==> src/rtl/map_rom_arbiter.sv <==
// Shares one map ROM between the pixel-timed overlay and the latency-tolerant tracer.
// Two-stage pipeline: arbitrate and register the ROM address, then register ROM data and valid.
module map_rom_arbiter #(
    parameter int MAP_WIDTH_BITS  = 4,
    parameter int MAP_HEIGHT_BITS = 4,
    parameter int STARVE_LIMIT    = 8
) (
    input  logic                       i_clk,
    input  logic                       i_reset_n,
    input  logic                       i_ovl_req,
    input  logic [MAP_WIDTH_BITS-1:0]  i_ovl_col,
    input  logic [MAP_HEIGHT_BITS-1:0] i_ovl_row,
    output logic                       o_ovl_gnt,
    output logic                       o_ovl_valid,
    output logic                       o_ovl_val,
    output logic                       o_ovl_miss,
    input  logic                       i_trc_req,
    input  logic [MAP_WIDTH_BITS-1:0]  i_trc_col,
    input  logic [MAP_HEIGHT_BITS-1:0] i_trc_row,
    output logic                       o_trc_gnt,
    output logic                       o_trc_valid,
    output logic                       o_trc_val,
    output logic [MAP_WIDTH_BITS-1:0]  o_rom_col,
    output logic [MAP_HEIGHT_BITS-1:0] o_rom_row,
    input  logic                       i_rom_val
);

    localparam logic [7:0] LIMIT = 8'(STARVE_LIMIT);

    typedef enum logic [1:0] {
        TAG_NONE = 2'd0,
        TAG_OVL  = 2'd1,
        TAG_TRC  = 2'd2
    } tag_t;

    logic [7:0]                 r_starve_cnt;
    tag_t                       r_tag_a;
    logic [MAP_WIDTH_BITS-1:0]  r_rom_col;
    logic [MAP_HEIGHT_BITS-1:0] r_rom_row;
    logic                       r_ovl_valid;
    logic                       r_ovl_val;
    logic                       r_trc_valid;
    logic                       r_trc_val;

    logic w_force;
    logic w_ovl_gnt;
    logic w_trc_gnt;
    logic w_ovl_miss;

    // Grants are qualified with reset so nothing is accepted while the pipeline is held clear.
    always_comb begin
        w_force    = i_reset_n && i_trc_req && (r_starve_cnt == LIMIT);
        w_ovl_gnt  = i_reset_n && i_ovl_req && !w_force;
        w_trc_gnt  = i_reset_n && i_trc_req && (w_force || !i_ovl_req);
        w_ovl_miss = w_force && i_ovl_req;
    end

    always_ff @(posedge i_clk or negedge i_reset_n) begin
        if (!i_reset_n) begin
            r_rom_col <= '0;
            r_rom_row <= '0;
            r_tag_a   <= TAG_NONE;
        end else if (w_ovl_gnt) begin
            r_rom_col <= i_ovl_col;
            r_rom_row <= i_ovl_row;
            r_tag_a   <= TAG_OVL;
        end else if (w_trc_gnt) begin
            r_rom_col <= i_trc_col;
            r_rom_row <= i_trc_row;
            r_tag_a   <= TAG_TRC;
        end else begin
            r_tag_a   <= TAG_NONE;
        end
    end

    // ROM data is routed by the stage-A tag; the non-owning result register keeps its value.
    always_ff @(posedge i_clk or negedge i_reset_n) begin
        if (!i_reset_n) begin
            r_ovl_valid <= 1'b0;
            r_ovl_val   <= 1'b0;
            r_trc_valid <= 1'b0;
            r_trc_val   <= 1'b0;
        end else begin
            r_ovl_valid <= (r_tag_a == TAG_OVL);
            r_trc_valid <= (r_tag_a == TAG_TRC);
            if (r_tag_a == TAG_OVL) r_ovl_val <= i_rom_val;
            if (r_tag_a == TAG_TRC) r_trc_val <= i_rom_val;
        end
    end

    always_ff @(posedge i_clk or negedge i_reset_n) begin
        if (!i_reset_n) begin
            r_starve_cnt <= '0;
        end else if (!i_trc_req || w_trc_gnt) begin
            r_starve_cnt <= '0;
        end else if (r_starve_cnt != LIMIT) begin
            r_starve_cnt <= r_starve_cnt + 8'd1;
        end
    end

    assign o_ovl_gnt   = w_ovl_gnt;
    assign o_trc_gnt   = w_trc_gnt;
    assign o_ovl_miss  = w_ovl_miss;
    assign o_ovl_valid = r_ovl_valid;
    assign o_ovl_val   = r_ovl_val;
    assign o_trc_valid = r_trc_valid;
    assign o_trc_val   = r_trc_val;
    assign o_rom_col   = r_rom_col;
    assign o_rom_row   = r_rom_row;

endmodule
==> config.mk <==
export PLATFORM = sky130hd
export DESIGN_NAME = map_rom_arbiter
export DESIGN_NICKNAME = d
export VERILOG_FILES = /design/src/rtl/map_rom_arbiter.sv
export SDC_FILE = /design/constraint.sdc
export NUM_CORES = 1
export LEC_CHECK = 0
export ABC_AREA = 1
export CORE_AREA = 2 2 55 57
export CTS_BUF_LIST = sky130_fd_sc_hd__clkbuf_2
export DETAILED_ROUTE_END_ITERATION = 16
export DIE_AREA = 0 0 57 59
export PLACE_DENSITY = 0.86
export SLEW_MARGIN = 40
export SYNTH_ARGS = -nofsm -noshare
export SYNTH_HDL_FRONTEND = slang
export SYNTH_SLANG_ARGS = --single-unit
==> constraint.sdc <==
create_clock -name i_clk -period 1.2 [get_ports i_clk]
set_input_delay 0.12 -clock i_clk [delete_from_list [all_inputs] [get_ports i_clk]]
set_output_delay 0.12 -clock i_clk [all_outputs]
set_load 0.005 [all_outputs]
Word level (Yosys, flattened, before mapping)

Index checks and enable logic that the tools add are counted.

Input bits: 21
Output and inout port bits: 15
Register bits after elaboration: 22
Word-level logic and storage cells: 34

Reductions and logical operators: 13
Equal/unequal tests: 4
Muxes and demuxes: 8
Add/sub/neg operators: 1

Operators by type and width:

| operator                                                        | number |
|---|---|
| 4-bit 2-to-1 mux                                                | 4 |
| 8-bit 2-to-1 mux                                                | 2 |
| 8-bit by 1-bit adder with 8-bit output, second input constant   | 1 |
| 8-bit by 4-bit == test with 1-bit output, second input constant | 1 |
| 8-bit by 4-bit != test with 1-bit output, second input constant | 1 |
| 1-bit logical AND                                               | 6 |
| 2-bit 2-to-1 mux                                                | 2 |
| 2-bit nonzero test                                              | 2 |
| 1-bit logical NOT                                               | 3 |
| 2-bit by 1-bit == test with 1-bit output, second input constant | 1 |
| 2-bit == test, second input constant                            | 1 |
| 1-bit logical OR                                                | 2 |

Longest topological paths before layout

Depth after elaboration: 6
Depth in mapped cells: 9
Mapped depth without buffers: 9

Worst setup path after synthesis

OpenSTA, ideal clock, no wires.

Kind: reg-to-reg
Start point: reg r_starve_cnt[0]
End point: reg r_rom_col[0] (netlist: o_rom_col[0])
Path slack: -0.163 ns
Clock period less this slack: 1.363 ns
Data arrival time: 1.245 ns
Cell stages (with the launch flop): 10
Path buffers: 0
Data required time: 1.082 ns
Setup time: 0.118 ns
Path through: dfrtp_1 > inv_1 > ha_1 > nand3_2 > nor2_4 > nand2_4 > nand2_4 > nand2_1 > nand3_1 > nand2_1

Longest elaborated chain between the ends: 5
Elaborated cells between the ends (all ways): 8
Those cells by class: eq/ne: 1; mux: 1; reduce/logical: 6

RTL lines:

| what                                                          | RTL line | RTL |
|---|---|---|
| start, declared                                               | 36       | `logic [7:0] r_starve_cnt;` |
| start signal, assigned                                        | 97       | `r_starve_cnt <= r_starve_cnt + 8'd1;` |
| 8-bit by 4-bit == test with 1-bit output *                    | 52       | `w_force = i_reset_n && i_trc_req && (r_starve_cnt == LIMIT);` |
| 1-bit logical AND *                                           | 52       |  |
| 1-bit logical NOT / 1-bit logical OR (equally long branches)  | 53, 54   |  |
| 1-bit logical AND (on tied branches)                          | 53, 54   |  |
| 4-bit 2-to-1 mux / 2-bit nonzero test (equally long branches) | --       |  |
| end signal, assigned                                          | 64       | `r_rom_col <= i_ovl_col;` |
| end signal, assigned                                          | 68       | `r_rom_col <= i_trc_col;` |
| end, declared                                                 | 38       | `logic [MAP_WIDTH_BITS-1:0] r_rom_col;` |

Every way passes the cells marked *; elsewhere a longest branch is shown, timed or not.
A chain may end at the register's enable or synchronous reset.

Final worst setup path

Start point: reg r_starve_cnt[5]
End point: out o_ovl_gnt

Longest elaborated chain between the ends: 4

RTL lines:

| what                                     | RTL line | RTL |
|---|---|---|
| 8-bit by 4-bit == test with 1-bit output | 52       |  |
| 1-bit logical AND                        | 52       |  |
| 1-bit logical NOT                        | 53       | `w_ovl_gnt = i_reset_n && i_ovl_req && !w_force;` |
| 1-bit logical AND                        | 53       |  |
| end, declared                            | 13       | `output logic o_ovl_gnt,` |

Every way passes these cells.

==> results.toml <==
[power]
p_seq_frac = 0.456
power_w = 0.00183
power_density_mw_per_mm2 = 952
p_sw_w = 0.000472
ir_worst_vdd_v = 0.000758
p_int_w = 0.00136
clock_power_share = 0.284
p_leak_nw = 1.01
swShare = 0.257
p_comb_frac = 0.260

[yosys]
synthXorXnorAreaFrac = 0.0474
yosys_warnings = 0
synth-seq-cells = 22
synthSimpleGateAreaFrac = 0.298
synthMuxAreaShare = 0
synth_compound_area_frac = 0.0305
syn-cell-area_mm2 = 0.00111
syn-num-nets = 162
yosys.cell_types.count = 18
seq_area_frac_synth = 0.497
synth_area_leaders = "dfrtp_1 50%, nand2_1 11%, inv_1 10%"
synth_top_area_frac = 0.497
synth_fa_ha_area_frac = 0.0226
syn_area_per_cell_um2 = 7.98
syn_inst = 139
synth_top_family_by_area = "simple AND/OR/NAND/NOR gates"
yosysTopAreaCell = "dfrtp_1"

[clocking]
numCtsBuffers = 3
worstSkewPairLatency_ns = 0.33
cts_sinks = 22
cts-root-buf = "clkbuf_2"
hold_buffers = 0
cts_tree = "built"
htreeDepth = 1
clk_pin_slew_ns = 0.21
clockBufferDepth = 2

[final_layout]
nNetsFinal = 232
nFillCells = 202
n_antenna_cell = 0
final_layout_size_suffix_gt1_frac = 0.341
synthToLayoutAreaGrowth_pct = 73.7

[timing]
drv_slew = 0
clock_skew_ns = 0.00127
timing.final.crit_period_ns = 1.67
worstMarginPinSlew_ns = 0.326
hold_viol = 0
fmax_mhz = 599
slew-limit-headroom = 0.782
worst_slack_ns = -0.468
rsz0062_at_grt = "true"
timing.hold.ws_ns = 0.205
finalSetupViolCount = 20
period_share = 1.39

[detailed_routing]
drt_iter0_drc = 19
vias = 1109
viasPerCell = 4.64
wl_mm = 2.77
drc = 0
firstDrtPassIters = 5
drt-wirelength-per-cell_um = 11.6
ant_nets = 0

[die]
io_pins = 36
die_h_um = 59
start_util = 0.409
dieArea_mm2 = 0.00336
rows = 19
core-area_mm2 = 0.00271
die_x_um = 57

[global_route]
grt_pass1_wl_mm = 4.57
grt_pass1_vias = 1107
grt_max_degree = 24
antenna_found_initial = 0
grt_usage = 0.174
grt.overflow.total = 0

[run_status]
violations = "setup timing"
status = "complete, but fails checks"

[worst_setup_path]
required_ns = 1.08
critPathLaunchType = "flip-flop"
end_kind = "primary output"
crit_type = "reg -> out"
arrival_ns = 1.55
critical_path_peak_fanout = 3

[placement]
gp_congestion = 0.713
hpwl_mm = 1.82
io_buffer_count = 35

[job]
maxCapViolCount = 0

[worst_hold_path]
hold_path.class = "in -> async"
==> sequential cells by signal, summed over array words and instances (netlist names) <==
name and flops:
o_trc_val 1, o_rom_row 4, o_rom_col 4, r_starve_cnt 8
r_tag_a 2, o_ovl_valid 1, o_ovl_val 1, o_trc_valid 1
==> routing by layer <==
layer | wire [um] | track usage | vias to the layer above | share of wire
met2 | 1530 | 0.333 | 27 | 0.55
met5 | 0 | 0 | - | 0
li1 | - | - | 554 | -
met3 | 89 | 0.0218 | 2 | 0.032
met4 | 27 | 0.0598 | 0 | 0.0097
met1 | 1130 | 0.198 | 526 | 0.41
==> cell families (layout without fill, tap and decap cells) <==
family                   after synthesis  after routing
flip-flops                            22             22
XOR/XNOR                               6              6
adder cells (fa/ha/maj)                2              2
buffers and inverters                 31            100
AO/OA/AOI/OAI                          6              6
AND/OR/NAND/NOR                       72             72
==> stage by stage <==
step	setup TNS [ns]	cells	setup WS (ns)	utilization	area, um^2
2_1_floorplan	-1.22	139	-0.130	-	1110
3_3_place_gp	-5.19	222	-0.390	0.600	1630
3_5_place_dp	-5.59	222	-0.424	0.600	1630
4_1_cts	-6.33	234	-0.534	0.662	1790
5_1_grt	-7.42	239	-0.583	0.711	1930
6_report	-5.53	239	-0.468	0.711	1930
==> layout make-up <==
cell class,count,area (um^2),share of cell area
Clock buffer,3,15.0,0.00780
Clock inverter,1,30.0,0.0156
Inverter,31,116,0.0604
Multi-Input combinational cell,86,592,0.307
Sequential cell,22,551,0.286
Tap cell,31,38.8,0.0201
Timing Repair Buffer,65,583,0.303
==> critical path, stage by stage, from the launching register on <==
cell and delay (ns):
dfrtp_1 0.43, nor2_1 0.13, nand2_1 0.12, nor2_4 0.15, buf_6 0.11, nand2_4 0.06
nand2_4 0.07, inv_2 0.04, buf_6 0.10
==> cell usage in the layout, fill, tap and decap left out, types with 3 or more instances in the layout <==
| master | netlist | layout |
|---|---|---|
| buf_4 | 0 | 25 |
| buf_6 | 0 | 5 |
| clkbuf_2 | 0 | 3 |
| clkdlybuf4s15_1 | 0 | 7 |
| clkdlybuf4s50_1 | 0 | 20 |
| dfrtp_1 | 22 | 22 |
| dlygate4sd2_1 | 0 | 5 |
| inv_1 | 30 | 26 |
| inv_2 | 0 | 4 |
| nand2_1 | 32 | 25 |
| nand2_2 | 1 | 7 |
| nand3_1 | 20 | 16 |
| nand3_2 | 1 | 4 |
| nor2_1 | 14 | 6 |
| nor2_2 | 0 | 5 |
| nor2_4 | 1 | 4 |
| xor2_1 | 4 | 3 |
==> worst paths after layout <==
path	from	end	slack (ns)	depth (start not counted)
setup / recovery	r_starve_cnt[5]	o_ovl_gnt	-0.47	8
hold / removal	i_reset_n	r_starve_cnt[0]	0.21	2
setup reg to reg	r_starve_cnt[5]	o_rom_row[3]	-0.36	11
hold reg to reg	r_tag_a[0]	o_trc_valid	0.49	1
max in group asynchronous	i_reset_n	o_trc_val	0.77	2
min in group i_clk	i_rom_val	o_trc_val	0.31	3
==> power groups by stage <==
stage	Clock, W	Combinational, W	Sequential (W)
after floorplan	0	0.000119	0.000856
after global placement	0	0.000366	0.000849
after detailed placement	0	0.000375	0.000850
after CTS	0.000528	0.000404	0.000832
after global routing	0.000568	0.000525	0.000847
final	0.000521	0.000476	0.000836
==> what timing repair did <==
item	in CTS	in global routing
buffers inserted	9	7
cloned	0	0
gates resized for setup	50	27
pin swaps	8	6
endpoints found under the setup margin	32	31
==> cell usage after synthesis (all sizes together) <==
cell type	n
clkinv	1
nor3b	1
ha	2
nand3	21
xor2	4
xnor2	2
a21oi	2
dfrtp	22
inv	30
o21ai	4
nor2	15
nand2	35
Power figures use the tool's default switching activity.
